$ cat config.mk
export PLATFORM = sky130hd
export DESIGN_NAME = booth_mul_seq
export DESIGN_NICKNAME = d
export VERILOG_FILES = /design/src/rtl/booth_mul_seq.sv
export SDC_FILE = /design/constraint.sdc
export NUM_CORES = 1
export LEC_CHECK = 0
export ABC_AREA = 1
export CAP_MARGIN = 0
export CORE_UTILIZATION = 45
export CTS_CLUSTER_SIZE = 28
export DETAILED_ROUTE_END_ITERATION = 7
export MAX_ROUTING_LAYER = met4
export PLACE_DENSITY = 0.65
export SYNTH_ARGS = -nofsm -noshare
export SYNTH_HDL_FRONTEND = slang
export SYNTH_SLANG_ARGS = --single-unit
$ cat constraint.sdc
create_clock -name clk -period 4.5 [get_ports clk]
set_input_delay 0.9 -clock clk [delete_from_list [all_inputs] [get_ports clk]]
set_output_delay 0.9 -clock clk [all_outputs]
set_load 0.02 [all_outputs]
$ cat src/rtl/booth_mul_seq.sv
// Iterative radix-4 Booth multiplier: one Booth digit per clock into a shared accumulator,
// valid/ready handshake on operands and product, signed or unsigned per operation.
module booth_mul_seq #(
  parameter int unsigned WIDTH = 16
) (
  input  logic                 clk,
  input  logic                 rst,
  input  logic                 in_valid,
  output logic                 in_ready,
  input  logic                 in_tc,
  input  logic [WIDTH-1:0]     in_a,
  input  logic [WIDTH-1:0]     in_b,
  output logic                 out_valid,
  input  logic                 out_ready,
  output logic [2*WIDTH-1:0]   out_product,
  output logic                 busy
);

  localparam int unsigned XW   = WIDTH + 2;
  localparam int unsigned NDIG = WIDTH / 2 + 1;
  localparam int unsigned ACCW = 2 * WIDTH + 4;
  localparam int unsigned PW   = 2 * WIDTH;
  localparam int unsigned CW   = $clog2(NDIG + 1);

  typedef enum logic [1:0] {IDLE, BUSY, DONE} state_t;

  state_t            state_q, state_d;
  logic              accept;
  logic [XW-1:0]     a_q, b_q;
  logic [ACCW-1:0]   acc_q, acc_next;
  logic [CW-1:0]     cnt_q;

  logic [XW:0]       bz;
  logic [2:0]        digit;
  logic              neg, two, zero;
  logic [XW:0]       mag, ppm;
  logic [ACCW-1:0]   ppx;
  logic [CW:0]       sh;

  // Digit k looks at extended b bits [2k+1:2k-1]; the appended zero supplies bit -1.
  assign bz    = {b_q, 1'b0};
  assign sh    = {cnt_q, 1'b0};
  assign digit = 3'(bz >> sh);

  always_comb begin
    neg  = digit[2] & ~(digit[1] & digit[0]);
    two  = (digit == 3'b011) || (digit == 3'b100);
    zero = (digit == 3'b000) || (digit == 3'b111);
    mag  = '0;
    if (!zero) begin
      mag = two ? {a_q, 1'b0} : {a_q[XW-1], a_q};
    end
    // Negation is invert here plus a carry-in at bit 2k on the same add.
    ppm      = neg ? ~mag : mag;
    ppx      = ACCW'({{(ACCW-XW-1){ppm[XW]}}, ppm});
    acc_next = acc_q + (ppx << sh) + (ACCW'(neg) << sh);
  end

  assign in_ready = (state_q == IDLE) || ((state_q == DONE) && out_ready);

  always_comb begin
    state_d = state_q;
    accept  = 1'b0;
    case (state_q)
      IDLE: begin
        if (in_valid) begin
          accept  = 1'b1;
          state_d = BUSY;
        end
      end
      BUSY: begin
        if (cnt_q == CW'(NDIG - 1)) begin
          state_d = DONE;
        end
      end
      DONE: begin
        if (out_ready) begin
          if (in_valid) begin
            accept  = 1'b1;
            state_d = BUSY;
          end else begin
            state_d = IDLE;
          end
        end
      end
      default: state_d = IDLE;
    endcase
  end

  always_ff @(posedge clk) begin
    if (rst) begin
      state_q     <= IDLE;
      a_q         <= '0;
      b_q         <= '0;
      acc_q       <= '0;
      cnt_q       <= '0;
      out_valid   <= 1'b0;
      out_product <= '0;
      busy        <= 1'b0;
    end else begin
      state_q   <= state_d;
      out_valid <= (state_d == DONE);
      busy      <= (state_d == BUSY);
      if (accept) begin
        a_q   <= {{2{in_tc & in_a[WIDTH-1]}}, in_a};
        b_q   <= {{2{in_tc & in_b[WIDTH-1]}}, in_b};
        acc_q <= '0;
        cnt_q <= '0;
      end else if (state_q == BUSY) begin
        acc_q <= acc_next;
        cnt_q <= cnt_q + CW'(1);
      end
      if ((state_q == BUSY) && (state_d == DONE)) begin
        out_product <= acc_next[PW-1:0];
      end
    end
  end

endmodule

=== Word-level counts from Yosys, hierarchy flattened ===
Cells that the tools add are included.

* Bits in registers: 110
* Output and inout bits: 35
* Word-level logic and storage cells: 47

* $add $sub $neg: 3
* Equality and inequality tests: 8
* Shift-type cells: 3
* Multiplexer cells: 11
* Bitwise operators: 6
* Reduce and logical (&&, ||, !) cells: 8

{| class="wikitable"
|+ Operators by type and width
! kind !! number
|-
| 36-bit adder || 2
|-
| 19-bit two-way mux || 2
|-
| 1-bit by 5-bit left shift with 36-bit output || 1
|-
| 36-bit by 5-bit left shift with 36-bit output || 1
|-
| 19-bit NOT || 1
|-
| 19-bit by 5-bit right shift with 3-bit output || 1
|-
| 17-bit two-way mux || 1
|-
| 3-bit == test, second input constant || 2
|-
| 2-bit two-way mux || 3
|-
| 2-bit case mux with 3 select lines || 1
|-
| 4-bit by 1-bit adder with 4-bit output, second input constant || 1
|-
| 1-bit bitwise AND || 4
|-
| 2-bit by 1-bit == test with 1-bit output, second input constant || 2
|-
| 2-bit == test, second input constant || 2
|-
| 4-bit == test, second input constant || 1
|-
| 3-bit by 2-bit == test with 1-bit output, second input constant || 1
|-
| 3-bit logical NOT || 1
|-
| 1-bit logical OR || 3
|-
| 1-bit two-way mux || 3
|-
| 1-bit logical AND || 2
|-
| 2-bit logical NOT || 1
|-
| 1-bit case mux with 2 select lines || 1
|-
| 2-bit OR reduction || 1
|-
| 1-bit NOT || 1
|}

=== Longest topological paths before layout ===
Gate-level depths: netlist of run 1.

* Depth after elaboration: 10
* Mapped depth: 39

=== Least setup slack after synthesis of run 1 ===
Ideal clock, no wire load.

* Kind: reg2reg
* From: reg cnt_q[0]
* To: reg acc_q[27]
* Data arrival time: 4.754 ns
* Setup slack: -0.312 ns
* Cell stages (with the launch flop): 35
* Buffers on the path: 2
* Clock period less this slack: 4.812 ns
* Cells stage by stage: dfxtp_1 buf_4 nand2_1 nand3_1 nand2_1 nor2_1 nor2_4 inv_4 nand2_8 o21ai_4 buf_6 o211ai_2 xor2_1 nand2_1 nand2_1 nor2_1 nand2_1 fa_1 inv_1 fa_1 nand3_1 or2_1 nand3_1 a21boi_0 o21ai_1 nand2_1 nand2_1 nand2_1 nand2_1 a21boi_0 o21bai_1 or2_2 nand3_1 o211ai_1 inv_1

* Longest elaborated chain between the ends: 10
* Elaborated cells between the ends (all ways): 18
* Those cells by class: add/sub (2); eq/ne (3); shift (3); mux (3); bitwise (4); reduce/logical (3)

{| class="wikitable"
|+ Ends and longest elaborated chain
! what !! line !! RTL
|-
| from (decl) || 31 || <nowiki>logic [CW-1:0] cnt_q;</nowiki>
|-
| from (signal assigned) || 111 || <nowiki>cnt_q <= cnt_q + CW'(1);</nowiki>
|-
| 19-bit by 5-bit right shift with 3-bit output || 43 || <nowiki>assign digit = 3'(bz >> sh);</nowiki>
|-
| 3-bit by 2-bit == test with 1-bit output / 3-bit == test (equally long branches) || 47 || <nowiki>two = (digit == 3'b011) || (digit == 3'b100);</nowiki>
|-
| 1-bit logical OR || 47 ||
|-
| 17-bit two-way mux || 51 || <nowiki>mag = two ? {a_q, 1'b0} : {a_q[XW-1], a_q};</nowiki>
|-
| 19-bit two-way mux || 50 || <nowiki>if (!zero) begin</nowiki>
|-
| 19-bit NOT || 54 || <nowiki>ppm = neg ? ~mag : mag;</nowiki>
|-
| 19-bit two-way mux || 54 ||
|-
| 36-bit by 5-bit left shift with 36-bit output || 56 || <nowiki>acc_next = acc_q + (ppx << sh) + (ACCW'(neg) << sh);</nowiki>
|-
| 36-bit adder || 56 ||
|-
| 36-bit adder (*) || 56 ||
|-
| to (signal assigned) || 110 || <nowiki>acc_q <= acc_next;</nowiki>
|-
| to (decl) || 30 || <nowiki>logic [ACCW-1:0] acc_q, acc_next;</nowiki>
|}

Mark *: on every way between the ends. The rest lies on a longest branch, timed or not.
A chain may end at the register's enable or synchronous reset.

=== Final worst setup path of run 1 ===
* From: reg cnt_q[0]
* To: reg acc_q[26]

Same word-level chain as after synthesis.

==> out/metrics.csv, run 1 <==
metric,value,unit
end_kind,flip-flop,
synth_top_cells_by_area,"sky130_fd_sc_hd__dfxtp_1 26%, sky130_fd_sc_hd__nand2_1 11%, sky130_fd_sc_hd__inv_1 8.2%",
dpl_cell_area,10300,µm²
switching_power,1.30,mW
cell_internal_pwr,2.14,mW
grt_setup_unrepaired,true,
cell_with_the_biggest_individual_delay_on_the_critical_path,sky130_fd_sc_hd__dfxtp_4,
final_max_slew_viol_count,0,
vdd_drop_max,0.259,mV
power.switching_fraction,37.7,%
std_cell_rows,48,
ys_dominant_reg_cell,sky130_fd_sc_hd__dfxtp_1,
initial_drt_pass_iterations,5,
ys_types,54,
synthToLayoutAreaGrowth,46.1,%
fin_nets,1578,
global_route.usage.total,30.9,%
timing.critical_path.to,acc_q[26]$_SDFFE_PP0P_,
crit_required,4.77,ns
rr_startpoint,cnt_q[0]$_SDFFE_PP0P_,
clk-insertion-delay-late,0.37,ns
antenna_found_initial,0,
vias_after_detailed_routing,8909,
placeableCoreArea,17400,µm²
portbufs,71,
max_freq,206,MHz
grt_first_pass_wirelength,43200,µm
tritoncts,done,
floorplan.die.width,136,µm
synth_seq_cells,106,
reg2reg_to,acc_q[26]$_SDFFE_PP0P_,
yosysSeqAreaShare,26.4,%
timing.clock.skew,0.0120,ns
multi_input_comb_area,5880,µm²
cts_root_buffer,sky130_fd_sc_hd__clkbuf_16,
cts_inserted_buffers,9,
die_area,18400,µm²
max-slew-margin-rel,29.5,%
fin_tns_setup,-7.77,ns
gr-total-overflow,0,
met3_demand_to_capacity_share_in_global_routing,4.15,%
fin_area,11800,µm²
routed_wire_length_per_instance,15.8,µm
clock_power_share,25.7,%
worstRegToRegCells,32,
synth_top_cell_by_area,sky130_fd_sc_hd__dfxtp_1,
gr-usage-met2,48.0,%
place.gp.congestion,0.983,
combinational_cell_fraction_of_total_power,44.9,%
floorplan.initialDensity,46.4,%
tightestPinTransition,1.06,ns
cts.hold.buffers_added,0,
dieHeight,136,µm
fin_crit_sh,108,%
clock_tree.buffer_depth,2,
post_synth_fa_ha_maj_area_fraction,11.5,%
worst_case_hold_slack,0.467,ns
path_clk_slew,0.09,ns
fraction_of_synthesis_flops_using_an_asynchronous_set_or_reset_pin,0,%
critical_path.max_stage_delay,0.41,ns
syn-instance-count,1220,
critPathKind,reg2reg,
path_max_fanout,8,
power_per_cell_area,292,nW/µm²
detail-route-antenna-nets,0,
ios,72,
final-hold-violation-count,0,
gr-max-usage-layer,met2,
drc,0,
finish.utilization,67.8,%
fraction_of_the_mapped_netlist_area_in_simple_logic_gates,28.6,%
synth_top_area_share,26.4,%
antenna_cells,0,
startpoint_type,flip-flop,
setup_slack,-0.362,ns
status,finished with violations,
synthXorXnorAreaFrac,3.56,%
post_synth.cell_area_avg,6.60,µm²
wirelength,26900,µm
synth.yosys.warnings,0,
setup_viol,36,
via_count_of_the_first_global_routing_pass,8421,
final_layout_size_suffix_gt1_share,29.4,%
violated_checks,setup timing,
cp_data_arrival_time,5.13,ns
post_synth_mux_area_share,0.249,%
timing.final.crit_period,4.86,ns
final-seq-area,2130,µm²
fillerInstances,1506,
seqPwrFrac,29.4,%
use_met1,42.2,%
totalPowerFinal,3.44,mW
synthesis.area,8050,µm²
maxCapViolCount,0,
synth_enable_flop_cells,0,
ctsHtreeMaxLevel,3,
grt_start_max_net_pins,57,
synth_top_family_by_area,simple AND/OR/NAND/NOR gates,
drt_first_iter_violations,680,
hold_path_class,reg2reg,
dpl.hpwl,19100,µm
compound_gate_fraction_of_synth_area,17.9,%
cp_common_cell,sky130_fd_sc_hd__nand3_1,
crit_path_start,cnt_q[0]$_SDFFE_PP0P_,
avgViaCountPerCell,5.22,
ff2ff_setup_slack,-0.36,ns
cellLeakagePower,5.83,nW
cts_num_sinks,106,
[metal layers]
layer / share of wire [%] / wire [µm] / vias to the layer above
met4: 1.5 / 399 / 0
met1: 48 / 12900 / 4148
li1: - / - / 4490
met2: 45 / 12000 / 237
met5: 0 / 0 / -
met3: 5.7 / 1520 / 34
[layout make-up]
| class | count | area share (%) |
|---|---|---|
| clock buffer | 9 | 1.91 |
| clock inverter | 7 | 0.787 |
| inverter | 184 | 5.98 |
| multi-input combinational | 881 | 50.0 |
| sequential | 106 | 18.1 |
| tap | 225 | 2.39 |
| timing repair buffer | 295 | 20.8 |
[power by group through the flow]
stage                     Combinational, mW  Clock [mW]  Sequential, mW
after detailed placement               1.23           0            1.03
after CTS                              1.44       0.894            1.01
after floorplan                       0.687           0            1.02
final                                  1.55       0.883            1.01
after global routing                   1.68       0.933            1.02
after global placement                 1.23           0            1.03
[repair_timing]
item / CTS / global route
setup endpoints to repair: 40 / 45
gates resized for setup: 139 / 51
gates cloned: 0 / 0
pin swaps: 63 / 23
setup buffers: 36 / 6
hold endpoints to repair: 0 / 0
[cells in the final DEF (no fill, tap or decap), drive strengths merged, types with 5 or more instances in the layout]
cell type and count:
clkbuf 9, xnor2 6, nand4 13, a221oi 5, a31oi 6, xor2 25
o21a 6, a21oi 91, nor3 13, buf 224, a21boi 5, inv 186
o21ai 97, nand3 126, nand2 252, clkdlybuf4s50 71, ha 47, or2 5
fa 17, conb 7, dfxtp 106, o211ai 23, nor2 113
[worst min path at each step]
stage	start	to	slack, ns	depth (start not counted)
2_1_floorplan	b_q[12]$_SDFFE_PP0P_	b_q[12]$_SDFFE_PP0P_	0.43	2
3_3_place_gp	acc_q[2]$_SDFFE_PP0P_	acc_q[2]$_SDFFE_PP0P_	0.45	2
3_5_place_dp	out_product[3]$_SDFFE_PP0P_	out_product[3]$_SDFFE_PP0P_	0.45	2
4_1_cts	acc_q[0]$_SDFFE_PP0P_	acc_q[0]$_SDFFE_PP0P_	0.47	2
5_1_grt	acc_q[2]$_SDFFE_PP0P_	acc_q[2]$_SDFFE_PP0P_	0.49	2
6_report	out_product[3]$_SDFFE_PP0P_	out_product[3]$_SDFFE_PP0P_	0.47	2
[stage by stage]
stage	setup WS [ns]	std cells
6_report	-0.362	1707
5_1_grt	-0.665	1707
4_1_cts	-0.224	1701
3_5_place_dp	-0.601	1649
3_3_place_gp	-0.606	1649
2_1_floorplan	0.0329	1226
[cells in the mapped netlist, types with 3 or more instances]
cell type and number:
sky130_fd_sc_hd__o21ai_1 21, sky130_fd_sc_hd__o22ai_1 3, sky130_fd_sc_hd__a221oi_1 5, sky130_fd_sc_hd__buf_6 4, sky130_fd_sc_hd__nand2_2 3, sky130_fd_sc_hd__a21oi_1 91, sky130_fd_sc_hd__a21boi_0 3, sky130_fd_sc_hd__a31oi_1 6
sky130_fd_sc_hd__fa_1 17, sky130_fd_sc_hd__dfxtp_1 106, sky130_fd_sc_hd__nor3_1 12, sky130_fd_sc_hd__inv_1 175, sky130_fd_sc_hd__a21o_1 4, sky130_fd_sc_hd__inv_2 7, sky130_fd_sc_hd__nand3_1 121, sky130_fd_sc_hd__clkbuf_1 32
sky130_fd_sc_hd__o211ai_1 22, sky130_fd_sc_hd__buf_4 3, sky130_fd_sc_hd__o21a_1 6, sky130_fd_sc_hd__buf_1 8, sky130_fd_sc_hd__nand2_1 246, sky130_fd_sc_hd__nand4_1 13, sky130_fd_sc_hd__ha_1 47, sky130_fd_sc_hd__o21ai_0 73
sky130_fd_sc_hd__or2_1 3, sky130_fd_sc_hd__xnor2_1 6, sky130_fd_sc_hd__o21bai_1 4, sky130_fd_sc_hd__nand3_2 5, sky130_fd_sc_hd__xor2_1 23, sky130_fd_sc_hd__nor2_1 109, sky130_fd_sc_hd__nor2_4 3, sky130_fd_sc_hd__buf_2 8
[flip-flops by register name, indices dropped and copies added (netlist names)]
name         cells
cnt_q            4
state_q          2
b_q             17
a_q             17
busy             1
out_product     32
acc_q           32
out_valid        1
[kinds of logic after synthesis]
logic type	after synthesis
adders and majority gates	64
DFF	106
and+or+nand+nor	526
muxes	2
other	1
buffers and inverters	239
xor gates and xnor gates	31
AOI/OAI and AO/OA	251
[critical path, delay by kind of cell (launching register included)]
kind / cells / cell delay (ns)
simple gates: 14 / 1.32
compound gates: 7 / 1.27
buf+inv: 9 / 1.10
fa+ha+maj: 2 / 0.66
flops: 1 / 0.41
(Power assumes the default switching activity.)
==> inputs of run 2 (changes only) <==
--- a/config.mk
+++ b/config.mk
@@ -10,6 +10,7 @@
 export CORE_UTILIZATION = 45
 export CTS_CLUSTER_SIZE = 28
 export DETAILED_ROUTE_END_ITERATION = 7
+export HOLD_SLACK_MARGIN = 0.06
 export MAX_ROUTING_LAYER = met4
 export PLACE_DENSITY = 0.65
 export SYNTH_ARGS = -nofsm -noshare
==> results of run 2 <==
Final layout, timing and power as in run 1 (identical DEF).
==> RTL change 1, RTL diff (config.mk and constraints of run 1) <==
Encoding of `state_t`: now one-hot (3 bits for 3 states).
--- a/src/rtl/booth_mul_seq.sv
+++ b/src/rtl/booth_mul_seq.sv
@@ -22,7 +22,7 @@
   localparam int unsigned PW   = 2 * WIDTH;
   localparam int unsigned CW   = $clog2(NDIG + 1);
 
-  typedef enum logic [1:0] {IDLE, BUSY, DONE} state_t;
+  typedef enum logic [2:0] {IDLE = 3'b001, BUSY = 3'b010, DONE = 3'b100} state_t;
 
   state_t            state_q, state_d;
   logic              accept;
Function: no difference found for any inputs over 10 cycles, from zero or initial values and one cycle with rst high; not proved beyond that.
==> RTL change 1 against run 1 <==
  * The flow still finishes with violations (negative setup slack)
  * Via count is 1.6% higher
  * Wire length is 2.1% higher
  * Total power is 4.0% lower
  * Sequential cell count is 1 higher
  * Count of clock-buffer cells in the layout stayed put
  * Area after synthesis is 1.9% higher
  * Utilization is 0.11 points lower
  * Setup slack better by 130 ps
  * Critical path depth is 2 lower
  * Global-route usage is 0.17 points lower
  * Design area is 3.0% higher
  * Clock power is 2.8% lower
  * Largest cell class unchanged
==> RTL change 1: results (changes against run 1) <==
Finish
  • Nets@finish: 1592 (was 1578)
  • Share of layout cells above drive strength 1: 0.326 (was 0.294)

Logic synthesis
  • Multiplexer share of the synthesized area: 0 (was 0.00249)
  • Post-synthesis adder-cell area fraction: 0.113 (was 0.115)
  • Synth area leaders: dfxtp_1 26%, nand2_1 11%, inv_1 7.6%, ha_1 7.2%, nand3_1 6.6% (was dfxtp_1 26%, nand2_1 11%, inv_1 8.2%, nand3_1 7.5%, ha_1 7.3%)
  • Synth cell count leaders: 243 x nand2_1, 167 x inv_1, 108 x nand3_1 (was 246 x nand2_1, 175 x inv_1, 121 x nand3_1)
  • XOR/XNOR share of the synthesized area: 0.0359 (was 0.0356)
  • Cell variety after synth: 52 (was 54)
  • Synth Area in Compound Gates: 0.190 (was 0.179)
  • Sequential area share after synthesis: 0.261 (was 0.264)

STA
  • Setup Total Neg Slack: -4100 ps (was -7770 ps)
  • Clock Skews: 9.22 ps (was 12.0 ps)
  • Final setup violating endpoints: 34 (was 36)
  • Max_slew headroom: 0.457 (was 0.295)
  • Final WS setup: -233 ps (was -362 ps)

Run status
  • Failing checks: negative setup slack (unchanged)
  • Status: complete, but fails checks (unchanged)

Place
  • Post-DP Area: 10500 µm² (was 10300 µm²)
  • DP HPWL: 20000 µm (was 19100 µm)
  • Placer Congestion: 0.991 (was 0.983)

Global routing
  • Largest net degree at the start of global routing: 54 (was 57)
  • Global-route wire length before repair: 43000 µm (was 43200 µm)
  • Number of global-route vias before repair: 8266 (was 8421)
  • GRT Util Overall: 0.307 (was 0.309)

Pwr
  • Peak supply drop: 0.242 mV (was 0.259 mV)
  • Leakage: 0.00594 µW (was 0.00583 µW)

Drt
  • 1st-pass router iterations: 5 (unchanged)
  • Vias per inst: 5.25 (was 5.22)
  • DRT iter0 DRCs: 641 (was 680)
  • Wire length on met1: 13600 µm (was 12900 µm)
  • Met3 wire len: 1560 µm (was 1520 µm)
  • Met2 WL: 12000 µm (about the same)

Worst setup path
  • Max FO, Critical Path: 6 (was 8)
  • Critical Path AT: 5000 ps (was 5130 ps)
  • Cells on worst reg2reg path: 30 (was 32)
  • Reg-to-reg endpoint: acc_q[31]$_SDFFE_PP0P_ (was acc_q[26]$_SDFFE_PP0P_)
  • Slowest CP cell: fa_1 (was dfxtp_4)

CTS
  • Max clock buf depth: 2 (unchanged)
-- RTL change 1: cell types whose count changed in the layout (fill, tap and decap cells not counted), moves of 8 or more --
cell / change
o21ai_2: +11
inv_1: -14
buf_4: +11
nand2_1: -13
nand2_2: +10
o21bai_1: +8
a21oi_1: -8
nand3_1: -13
o21ai_0: +14
-- RTL change 1: report_power, final --
part	switching, µW	internal, µW	leakage [µW]
Clock	416	442	0.000145
Sequential	21.3	987	0.000872
Combinational	783	653	0.00493
Total	1220	2080	0.00594
-- RTL change 1: how the worst min path moves through the flow --
stage / from / end / slack, ps / cells past startpoint
after floorplan: b_q[10]$_SDFFE_PP0P_ / b_q[10]$_SDFFE_PP0P_ / 430 / 2
after global placement: acc_q[0]$_SDFFE_PP0P_ / acc_q[0]$_SDFFE_PP0P_ / 450 / 2
after detailed placement: acc_q[0]$_SDFFE_PP0P_ / acc_q[0]$_SDFFE_PP0P_ / 460 / 2
after CTS: acc_q[0]$_SDFFE_PP0P_ / acc_q[0]$_SDFFE_PP0P_ / 470 / 2
after global routing: acc_q[0]$_SDFFE_PP0P_ / acc_q[0]$_SDFFE_PP0P_ / 490 / 2
final: acc_q[0]$_SDFFE_PP0P_ / acc_q[0]$_SDFFE_PP0P_ / 470 / 2
-- RTL change 1: per-stage QoR --
stage                     power, µW  utilization  hold slack [ps]  instances  setup WS, ps
after floorplan                1680            -              429       1229         0.433
after global placement         2190        0.588              452       1674          -353
after detailed placement       2200        0.588              457       1674          -445
after CTS                      3160        0.641              469       1713          -230
after global routing           3490        0.677              487       1725          -497
final                          3300        0.677              473       1725          -233
-- RTL change 1: per-layer routing --
metal,global-route usage,vias to the layer above
met4,0.0659,0
li1,-,4531
met2,0.449,255
met5,-,-
met3,0.0478,34
met1,0.441,4228
-- RTL change 1: logic make-up (layout without fill, tap and decap cells) --
logic type	after synthesis	after routing
other	1	7
buffers and inverters	235	500
adder cells (fa/ha/maj)	64	64
AO/OA/AOI/OAI	268	268
flip-flops	107	107
AND/OR/NAND/NOR	517	519
XOR/XNOR	31	31
-- RTL change 1: area by class of cell --
cell class / instances / area (µm²)
timing repair buffer: 307 / 2530
clock inverter: 7 / 82.6
clock buffer: 9 / 225
tap: 229 / 287
inverter: 177 / 679
multi-input combinational: 889 / 6160
sequential: 107 / 2150
fill: 1583 / 5790
-- RTL change 1: worst max-delay path: cells and delay by family (launching register included) --
kind | cells | cell delay, ps
xor gates and xnor gates | 2 | 350
and+or+nand+nor | 16 | 1830
adders and majority gates | 2 | 790
DFF | 1 | 390
buffers and inverters | 7 | 760
AOI/OAI and AO/OA | 3 | 500
-- RTL change 1: repair_timing --
item	4_1_cts	5_1_grt
buffers inserted	20	14
gates cloned	5	0
endpoints found under the setup margin	40	46
pin swaps	25	78
resized for setup	112	120
==> RTL change 2, RTL diff (settings of run 1) <==
Made on the original files. Change the parameter `WIDTH` from 16 to 32.
--- a/src/rtl/booth_mul_seq.sv
+++ b/src/rtl/booth_mul_seq.sv
@@ -1,7 +1,7 @@
 // Iterative radix-4 Booth multiplier: one Booth digit per clock into a shared accumulator,
 // valid/ready handshake on operands and product, signed or unsigned per operation.
 module booth_mul_seq #(
-  parameter int unsigned WIDTH = 16
+  parameter int unsigned WIDTH = 32
 ) (
   input  logic                 clk,
   input  logic                 rst,
Interface: changed (resized in_a, in_b and out_product); port bits go from 72 to 136. The function was not compared with the original's and may differ.
==> RTL change 2 against run 1 <==
  * The run ends with design-rule violations, negative setup slack left
  * Sequential cell count increased by 97
  * Utilization is 4.8 points higher
  * Design area up 120%
  * Total power grew 140%
  * Wire length grew to 2.5 times the old value
  * Area after synthesis is 100% higher
  * Non-clock buffer count up 441
  * Setup slack got worse by 1100 ps
  * Largest cell class unchanged
  * Largest power group unchanged
  * Highest routed layer unchanged
==> RTL change 2: results (changes against run 1) <==
Finish
  • Register Area: 4070 µm² (was 2130 µm²)
  • Regs by FF count: acc_q: 64 flops, out_product: 64 flops (was acc_q: 32 flops, out_product: 32 flops)
  • Share of layout cells above drive strength 1: 0.339 (was 0.294)
  • # fillers: 2840 (was 1506)
  • Nets@finish: 3412 (was 1578)

STA
  • Setup Total Neg Slack: -113460 ps (was -7770 ps)
  • Final WS setup: -1450 ps (was -362 ps)
  • Clock Skews: 16.7 ps (was 12.0 ps)
  • Max_slew headroom: 0.351 (was 0.295)
  • Final setup violating endpoints: 112 (was 36)

CTS
  • Clock Pin Slew Worst Setup and Hold Paths: 60 ps (was 90 ps)
  • H-tree lvl count: 1 (was 3)
  • Num CTS Buffers: 25 (was 9)
  • Max clock buf depth: 3 (was 2)
  • Worst-skew pair later-pin latency: 570 ps (was 370 ps)

Place
  • Placer Congestion: 1.00 (was 0.983)
  • Post-DP Area: 22100 µm² (was 10300 µm²)
  • DP HPWL: 49400 µm (was 19100 µm)
  • PortBufs: 135 (was 71)
  • Pre-CTS setup slack: -1690 ps (was -601 ps)

Global routing
  • Initial antenna violation count: 1 (was 0)
  • Largest net degree at the start of global routing: 78 (was 57)
  • GRT Util Overall: 0.373 (was 0.309)
  • Number of global-route vias before repair: 19300 (was 8421)
  • Global-route wire length before repair: 104000 µm (was 43200 µm)

Run status
  • Failing checks: design-rule violations, negative setup slack (was negative setup slack)
  • Status: complete, but fails checks (unchanged)

Worst setup path
  • Slowest CP cell: fa_2 (was dfxtp_4)
  • Max FO, Critical Path: 12 (was 8)
  • Max incr delay on CP: 500 ps (was 410 ps)

Logic synthesis
  • Synth area leaders: dfxtp_1 25%, nand2_1 12%, nand3_1 8.6%, inv_1 8.1%, ha_1 7.3% (was dfxtp_1 26%, nand2_1 11%, inv_1 8.2%, nand3_1 7.5%, ha_1 7.3%)
  • Sequential area share after synthesis: 0.249 (was 0.264)

Drt
  • DRT iter0 DRCs: 1340 (was 680)
  • 1st-pass router iterations: 7 (was 5)
  • Vias per inst: 5.40 (was 5.22)
  • Wirelength per Cell: 18.5 µm (was 15.8 µm)
  • Residual DRC count: 12 (was 0)

Pwr
  • Leakage: 0.0128 µW (was 0.00583 µW)
  • Peak supply drop: 0.280 mV (was 0.259 mV)
[RTL change 2: worst register-to-register path: cells and delay by family, from the launching register on]
| kind | cells | cell delay, ps |
|---|---|---|
| and+or+nand+nor | 24 | 2580 |
| adders and majority gates | 2 | 830 |
| AOI/OAI and AO/OA | 5 | 810 |
| DFF | 1 | 460 |
| xor gates and xnor gates | 1 | 220 |
| buffers and inverters | 8 | 940 |
[RTL change 2: metrics by stage]
stage,std cells,hold WS (ps),power (µW)
final,3694,469,8390
after global routing,3694,479,8810
after CTS,3684,465,8150
after detailed placement,3579,455,5400
after global placement,3579,452,5350
after floorplan,2580,429,3770
[RTL change 2: repair_timing]
item / in CTS / in global routing
pin swaps: 49 / 47
gates resized for setup: 443 / 140
cloned: 4 / 1
buffers inserted: 57 / 10
setup endpoints to repair: 115 / 119
[RTL change 2: cells by family (layout without fill, tap and decap cells)]
logic type / after synthesis / after routing / share of synthesized area
and+or+nand+nor: 1124 / 1125 / 0.296
xor gates and xnor gates: 56 / 56 / 0.0301
muxes: 1 / 1 / 0.000614
AOI/OAI and AO/OA: 559 / 559 / 0.189
DFF: 203 / 203 / 0.249
other: 2 / 15 / 0.000461
adders and majority gates: 128 / 128 / 0.113
buffers and inverters: 494 / 1146 / 0.122
[RTL change 2: path summary, 6_finish.rpt]
path                                 end                         from  slack (ps)  depth (start not counted)
max reg2reg       acc_q[61]$_SDFFE_PP0P_        cnt_q[0]$_SDFFE_PP0P_       -1450                         40
max               acc_q[61]$_SDFFE_PP0P_        cnt_q[0]$_SDFFE_PP0P_       -1450                         40
min          out_product[4]$_SDFFE_PP0P_  out_product[4]$_SDFFE_PP0P_         470                          2
min reg2reg  out_product[4]$_SDFFE_PP0P_  out_product[4]$_SDFFE_PP0P_         470                          2
[RTL change 2: cell type report]
class                           instances  area share
Multi-Input combinational cell       1884       0.498
Inverter                              365      0.0538
Tap cell                              461      0.0223
Sequential cell                       203       0.157
Clock inverter                          9     0.00565
Clock buffer                           36      0.0273
Timing Repair Buffer                  736       0.236
[RTL change 2: where the power goes]
part / internal (µW) / switching [µW]
clock network: 1270 / 878
registers: 1890 / 50.2
logic: 1950 / 2360
[RTL change 2: per-layer routing]
layer	track usage	vias up	wire, µm
met2	0.599	740	31300
met1	0.483	9351	30100
li1	-	9706	-
met3	0.0431	156	4300
met4	0.133	0	2500
met5	-	-	0
